<file path="config.mk">
export PLATFORM = sky130hd
export DESIGN_NAME = pipe_hazard_ctrl_flat
export DESIGN_NICKNAME = d
export VERILOG_FILES = /design/src/rtl/pipe_hazard_ctrl_if.sv /design/src/rtl/pipe_hazard_ctrl.sv /design/src/flat_wrapper.sv
export SDC_FILE = /design/constraint.sdc
export NUM_CORES = 1
export LEC_CHECK = 0
export ABC_AREA = 1
export ABC_CLOCK_PERIOD_IN_PS = 2220
export CORE_ASPECT_RATIO = 0.7
export CORE_MARGIN = 4
export CORE_UTILIZATION = 40
export DETAILED_ROUTE_END_ITERATION = 16
export PLACE_DENSITY = 0.69
export SLEW_MARGIN = 20
export SYNTH_ARGS = -nofsm -noshare
export SYNTH_HDL_FRONTEND = slang
export SYNTH_SLANG_ARGS = --single-unit
</file>
<file path="constraint.sdc">
create_clock -name clk -period 2.22 [get_ports clk]
set_input_delay 0.333 -clock clk [delete_from_list [all_inputs] [get_ports clk]]
set_output_delay 0.333 -clock clk [all_outputs]
set_load 0.05 [all_outputs]
</file>
<file path="src/rtl/pipe_hazard_ctrl_if.sv">
// Signal bundle between the pipeline datapath and the hazard controller.
// The datapath side uses master; the controller uses slave.
interface pipe_hazard_ctrl_if #(
    parameter int unsigned REG_W = 5,
    parameter int unsigned CNT_W = 16
);
    logic [REG_W-1:0] id_rs1;
    logic [REG_W-1:0] id_rs2;
    logic             id_uses_rs1;
    logic             id_uses_rs2;
    logic             ex_is_load;
    logic [REG_W-1:0] ex_rd;
    logic             br_taken;
    logic             mem_busy;
    logic             cnt_clr;

    logic             pc_en;
    logic             ifid_en;
    logic             idex_en;
    logic             exmem_en;
    logic             memwb_en;
    logic             ifid_flush;
    logic             idex_flush;
    logic [1:0]       state;
    logic             mem_err;
    logic [CNT_W-1:0] stall_cycles;
    logic [CNT_W-1:0] flush_events;

    modport master (
        output id_rs1, id_rs2, id_uses_rs1, id_uses_rs2,
        output ex_is_load, ex_rd, br_taken, mem_busy, cnt_clr,
        input  pc_en, ifid_en, idex_en, exmem_en, memwb_en,
        input  ifid_flush, idex_flush, state, mem_err,
        input  stall_cycles, flush_events
    );

    modport slave (
        input  id_rs1, id_rs2, id_uses_rs1, id_uses_rs2,
        input  ex_is_load, ex_rd, br_taken, mem_busy, cnt_clr,
        output pc_en, ifid_en, idex_en, exmem_en, memwb_en,
        output ifid_flush, idex_flush, state, mem_err,
        output stall_cycles, flush_events
    );
endinterface

</file>
<file path="src/rtl/pipe_hazard_ctrl.sv">
// Hazard controller for a 5-stage pipeline: load-use stall, branch flush,
// data-memory wait with timeout, and saturating stall/flush counters.
module pipe_hazard_ctrl #(
    parameter int unsigned REG_W    = 5,
    parameter int unsigned CNT_W    = 16,
    parameter int unsigned MAX_WAIT = 15
) (
    input  logic              clk,
    input  logic              reset,
    pipe_hazard_ctrl_if.slave hz
);

    localparam int unsigned      WAIT_W   = $clog2(MAX_WAIT + 1);
    localparam logic [WAIT_W-1:0] WAIT_LAST = WAIT_W'(MAX_WAIT - 1);
    localparam logic [CNT_W-1:0]  CNT_MAX   = '1;

    typedef enum logic [1:0] {
        RUN     = 2'd0,
        MEMWAIT = 2'd1,
        ERR     = 2'd2
    } state_e;

    state_e            state_q, state_d, state_eff;
    logic [WAIT_W-1:0] wait_cnt_q, wait_cnt_d;
    logic [CNT_W-1:0]  stall_q, stall_d;
    logic [CNT_W-1:0]  flush_q, flush_d;

    logic [REG_W-1:0] id_rs1, id_rs2, ex_rd;
    logic             rs1_hit, rs2_hit, load_use;
    logic             pc_en, ifid_en, idex_en, exmem_en, memwb_en;
    logic             ifid_flush, idex_flush;
    logic             br_flush;

    assign id_rs1 = hz.id_rs1;
    assign id_rs2 = hz.id_rs2;
    assign ex_rd  = hz.ex_rd;

    assign rs1_hit  = hz.id_uses_rs1 && (id_rs1 == ex_rd);
    assign rs2_hit  = hz.id_uses_rs2 && (id_rs2 == ex_rd);
    assign load_use = hz.ex_is_load && (ex_rd != '0) && (rs1_hit || rs2_hit);

    // While reset is asserted the enables behave as if already in RUN.
    assign state_eff = reset ? RUN : state_q;

    always_comb begin
        pc_en      = 1'b1;
        ifid_en    = 1'b1;
        idex_en    = 1'b1;
        exmem_en   = 1'b1;
        memwb_en   = 1'b1;
        ifid_flush = 1'b0;
        idex_flush = 1'b0;
        br_flush   = 1'b0;
        if (state_eff == ERR || hz.mem_busy) begin
            pc_en    = 1'b0;
            ifid_en  = 1'b0;
            idex_en  = 1'b0;
            exmem_en = 1'b0;
            memwb_en = 1'b0;
        end else if (hz.br_taken) begin
            ifid_flush = 1'b1;
            idex_flush = 1'b1;
            br_flush   = 1'b1;
        end else if (load_use) begin
            pc_en      = 1'b0;
            ifid_en    = 1'b0;
            idex_flush = 1'b1;
        end
    end

    always_comb begin
        state_d    = state_q;
        wait_cnt_d = wait_cnt_q;
        unique case (state_q)
            RUN: begin
                if (hz.mem_busy) begin
                    state_d    = MEMWAIT;
                    wait_cnt_d = WAIT_W'(1);
                end else begin
                    wait_cnt_d = '0;
                end
            end
            MEMWAIT: begin
                if (hz.mem_busy) begin
                    wait_cnt_d = wait_cnt_q + WAIT_W'(1);
                    if (wait_cnt_q == WAIT_LAST) state_d = ERR;
                end else begin
                    state_d    = RUN;
                    wait_cnt_d = '0;
                end
            end
            ERR: begin
                state_d = ERR;
                if (!hz.mem_busy) wait_cnt_d = '0;
            end
            default: begin
                state_d    = RUN;
                wait_cnt_d = '0;
            end
        endcase
    end

    always_comb begin
        stall_d = stall_q;
        flush_d = flush_q;
        if (hz.cnt_clr) begin
            stall_d = '0;
            flush_d = '0;
        end else begin
            if (!pc_en && stall_q != CNT_MAX) stall_d = stall_q + CNT_W'(1);
            if (br_flush && flush_q != CNT_MAX) flush_d = flush_q + CNT_W'(1);
        end
    end

    always_ff @(posedge clk) begin
        if (reset) begin
            state_q    <= RUN;
            wait_cnt_q <= '0;
            stall_q    <= '0;
            flush_q    <= '0;
        end else begin
            state_q    <= state_d;
            wait_cnt_q <= wait_cnt_d;
            stall_q    <= stall_d;
            flush_q    <= flush_d;
        end
    end

    assign hz.pc_en        = pc_en;
    assign hz.ifid_en      = ifid_en;
    assign hz.idex_en      = idex_en;
    assign hz.exmem_en     = exmem_en;
    assign hz.memwb_en     = memwb_en;
    assign hz.ifid_flush   = ifid_flush;
    assign hz.idex_flush   = idex_flush;
    assign hz.state        = state_q;
    assign hz.mem_err      = (state_q == ERR);
    assign hz.stall_cycles = stall_q;
    assign hz.flush_events = flush_q;

endmodule
</file>
<file path="src/flat_wrapper.sv">
// flat-port wrapper written by rule: the top's interface ports become plain ports
module pipe_hazard_ctrl_flat 
#(
    parameter int unsigned REG_W    = 5,
    parameter int unsigned CNT_W    = 16,
    parameter int unsigned MAX_WAIT = 15
)
  (clk, reset, hz_id_rs1, hz_id_rs2, hz_id_uses_rs1, hz_id_uses_rs2, hz_ex_is_load, hz_ex_rd, hz_br_taken, hz_mem_busy, hz_cnt_clr, hz_pc_en, hz_ifid_en, hz_idex_en, hz_exmem_en, hz_memwb_en, hz_ifid_flush, hz_idex_flush, hz_state, hz_mem_err, hz_stall_cycles, hz_flush_events);
  pipe_hazard_ctrl_if #(.REG_W(REG_W), .CNT_W(CNT_W)) hz_i ();
  input  logic clk;
  input  logic reset;
  input wire logic [$bits(hz_i.id_rs1)-1:0] hz_id_rs1;
  input wire logic [$bits(hz_i.id_rs2)-1:0] hz_id_rs2;
  input wire logic [$bits(hz_i.id_uses_rs1)-1:0] hz_id_uses_rs1;
  input wire logic [$bits(hz_i.id_uses_rs2)-1:0] hz_id_uses_rs2;
  input wire logic [$bits(hz_i.ex_is_load)-1:0] hz_ex_is_load;
  input wire logic [$bits(hz_i.ex_rd)-1:0] hz_ex_rd;
  input wire logic [$bits(hz_i.br_taken)-1:0] hz_br_taken;
  input wire logic [$bits(hz_i.mem_busy)-1:0] hz_mem_busy;
  input wire logic [$bits(hz_i.cnt_clr)-1:0] hz_cnt_clr;
  output wire logic [$bits(hz_i.pc_en)-1:0] hz_pc_en;
  output wire logic [$bits(hz_i.ifid_en)-1:0] hz_ifid_en;
  output wire logic [$bits(hz_i.idex_en)-1:0] hz_idex_en;
  output wire logic [$bits(hz_i.exmem_en)-1:0] hz_exmem_en;
  output wire logic [$bits(hz_i.memwb_en)-1:0] hz_memwb_en;
  output wire logic [$bits(hz_i.ifid_flush)-1:0] hz_ifid_flush;
  output wire logic [$bits(hz_i.idex_flush)-1:0] hz_idex_flush;
  output wire logic [$bits(hz_i.state)-1:0] hz_state;
  output wire logic [$bits(hz_i.mem_err)-1:0] hz_mem_err;
  output wire logic [$bits(hz_i.stall_cycles)-1:0] hz_stall_cycles;
  output wire logic [$bits(hz_i.flush_events)-1:0] hz_flush_events;
  assign hz_i.id_rs1 = hz_id_rs1;
  assign hz_i.id_rs2 = hz_id_rs2;
  assign hz_i.id_uses_rs1 = hz_id_uses_rs1;
  assign hz_i.id_uses_rs2 = hz_id_uses_rs2;
  assign hz_i.ex_is_load = hz_ex_is_load;
  assign hz_i.ex_rd = hz_ex_rd;
  assign hz_i.br_taken = hz_br_taken;
  assign hz_i.mem_busy = hz_mem_busy;
  assign hz_i.cnt_clr = hz_cnt_clr;
  assign hz_pc_en = hz_i.pc_en;
  assign hz_ifid_en = hz_i.ifid_en;
  assign hz_idex_en = hz_i.idex_en;
  assign hz_exmem_en = hz_i.exmem_en;
  assign hz_memwb_en = hz_i.memwb_en;
  assign hz_ifid_flush = hz_i.ifid_flush;
  assign hz_idex_flush = hz_i.idex_flush;
  assign hz_state = hz_i.state;
  assign hz_mem_err = hz_i.mem_err;
  assign hz_stall_cycles = hz_i.stall_cycles;
  assign hz_flush_events = hz_i.flush_events;
  pipe_hazard_ctrl #(.REG_W(REG_W), .CNT_W(CNT_W), .MAX_WAIT(MAX_WAIT)) u_core (.clk(clk), .reset(reset), .hz(hz_i));
endmodule
</file>
==> results.ini <==
[critical_path]
arrival_ns = 1.75
crit_fanout = 3
critPathRequiredTime_ns = 1.89
cp-end-kind = output pin
crit_type = in -> out
ff2ff_setup_slack_ns = 0.36
r2r-end = u_core.hz.flush_events[11]
reg2regPathDepth = 10
r2r_start = u_core.hz.flush_events[0]
crit_path_start_kind = input pin

[detailed_routing]
drtIter0Drc = 97
routed_via_density = 4.801
routed_wl_um = 5785
postRouteAntennaNets = 0
drc = 0
wl_per_cell_um = 11.62
vias = 2391
firstDrtPassIters = 4

[status]
status = finished clean

[timing]
report.final.hold_viol_count = 0
clock-skew-final_ns = 0.008718
rsz0062_at_grt = no
relSlewSlack_pct = 65.99
clock.fmax_mhz = 480.0
period_minus_slack_ns = 2.083
tightest_slew_ns = 0.5086
fin_crit_sh_pct = 93.85
fin_ws_ns = 0.1366
setup_viol = 0
slew_viol_final = 0

[final_layout]
drive_gt1_share_pct = 11.03
syn_to_final_growth_pct = 38.44
utilization_pct = 58.72
final_area_um2 = 3168
seq_area_um2 = 768.2
diodes = 0
final_cells = 498
nNetsFinal = 452
fillers = 520
multiInputGateArea_um2 = 1289

[yosys]
yosys_warnings = 0
synth-edff-count = 0
synth_seq_area_share_pct = 33.24
netlist_area_um2 = 2288
synthArstFlopShare_pct = 0
syn_nets = 384
ys_types = 35
synth_flop_cell = dfxtp_1
syn_avg_cell_area_um2 = 6.410
syn_inst = 357
ys_seq_elements = 38

[min_path]
hold_start = u_core.hz.flush_events[15]
hold_end = u_core.hz.flush_events[15]
hp-class = reg -> reg
whs_path_depth = 2

[power_and_ir_drop]
p_leak_uw = 0.001285
p_int_uw = 1082
ir_worst_vdd_v = 0.0002962
p_sw_uw = 402.7
clock_power_share_pct = 36.1
comb_power_share_pct = 17.0
netSwitchingFraction_pct = 27.12
pwr_density_cell_nw_per_um2 = 468.8
seqPwrFrac_pct = 46.9

[floorplan]
die-area_um2 = 7015
coreArea_um2 = 5395
initial_core_util_pct = 42.42
fp-row-count = 22
io_pins = 65
die_h_um = 71.29
fp.dieW_um = 98.41

[clock_tree]
clk_latency_ns = 0.29
numCtsBuffers = 5
clkSlewWorstSetupHoldPaths_ns = 0.08
clock_sink_count = 38
hold_buffers = 0
cts-root-buf = clkbuf_8
cts-htree-levels = 2
cts_tree = done
cts_buffer_depth = 2

[placement]
dp_slack_ns = 0.04903
dp.cells = 489
port-buffer-count = 64
dpl-instance-area_um2 = 3043
hpwl_um = 4432
gp_congestion = 0.7976

[global_route]
grt_max_degree = 30
grt_overflow = 0
track_usage_pct = 16.90
grt_pass1_wl_um = 9915
antenna_found_initial = 0
first_global_vias = 2170

[job]
maxCapViolCount = 0

## power by group through the flow
stage,logic (uW),clock network [uW],registers (uW)
after global placement,248,0,712
final,252,537,697
after CTS,250,553,697
after floorplan,140,0,731
after detailed placement,249,0,713
after global routing,274,573,698
## worst max path at each step
stage	from	to	slack (ns)	cells after the start
5_1_grt	hz_ex_rd[3]	hz_pc_en	0.06	11
2_1_floorplan	u_core.hz.state[1]	hz_pc_en	-0.02	7
3_5_place_dp	hz_ex_rd[0]	hz_ifid_en	0.05	11
4_1_cts	hz_ex_rd[4]	hz_ifid_en	0.05	11
3_3_place_gp	hz_ex_rd[3]	hz_pc_en	0.09	11
6_report	hz_ex_rd[1]	hz_ifid_en	0.14	11
## critical path: stages
cell and delay [ns]:
clkdlybuf4s50_1 0.52, inv_2 0.06, nand2_1 0.05, nand2_1 0.05
nor2_1 0.10, nand3_1 0.09, nand2_1 0.09, nand3_2 0.09
nand2_4 0.10, clkinvlp_4 0.08, buf_4 0.18
## metrics by stage
stage	total power, uW	TNS [ns]	hold WS (ns)
2_1_floorplan	870.5	-0.01845	0.4017
3_3_place_gp	960.7	0	0.4736
3_5_place_dp	961.8	0	0.4744
4_1_cts	1500	0	0.4880
5_1_grt	1545	0	0.5116
6_report	1485	0	0.4837
## what timing repair did
action / CTS / global route
endpoints found under the setup margin: 0 / 3
gates resized for setup: 0 / 5
setup buffers: 0 / 1
## flip-flops by register name, indices dropped and copies added (netlist names)
signal and flops:
u_core.hz.flush_events 16, u_core.hz.stall_cycles 16, u_core.wait_cnt_q 4, u_core.hz.state 2
## placed cells by master, fill, tap and decap left out, types with 10 or more instances in the layout
cell	Yosys	final
nand2_1	86	85
nor2_1	55	54
clkdlybuf4s50_1	0	54
inv_1	42	39
dfxtp_1	38	36
nand3_1	31	30
a21oi_1	28	27
buf_4	4	12
o21ai_0	10	10
nor3_1	10	10
## layout make-up
cell class	instances	area share, %
multi-input combinational	260	40.68
sequential	38	24.25
timing repair buffer	72	22.99
inverter	48	6.043
clock buffer	8	3.199
tap	72	2.844
## kinds of logic after synthesis
family / after synthesis / share of synthesized area (%)
XOR/XNOR: 4 / 1.531
buffers and inverters: 59 / 11.81
adder cells (fa/ha/maj): 4 / 2.187
AO/OA/AOI/OAI: 49 / 11.65
flip-flops: 38 / 33.24
AND/OR/NAND/NOR: 203 / 39.59
## synthesized netlist by cell type (3+ instances only)
master   count  area (um2)
buf_6        4       45.04
ha_1         4       50.05
nor2_2       3       18.77
buf_4        4       30.03
o21ai_0     10       50.05
a31oi_1      3       18.77
nand2_1     86       322.8
dfxtp_1     38       760.7
a21oi_1     28       140.1
inv_2        5       18.77
inv_1       42       157.7
nand3_1     31       155.2
nor3_1      10       50.05
nand4_1      5       31.28
nor2_1      55       206.5
nor4_1       3       18.77
## metal layers
layer	vias to the layer above	share of wire (%)	GRT usage (%)
li1	1283	-	-
met1	1042	50	24.54
met2	61	43	25.09
met3	5	5.9	3.988
met4	0	0.74	4.697
met5	-	0	0
(Power assumes the default switching activity.)
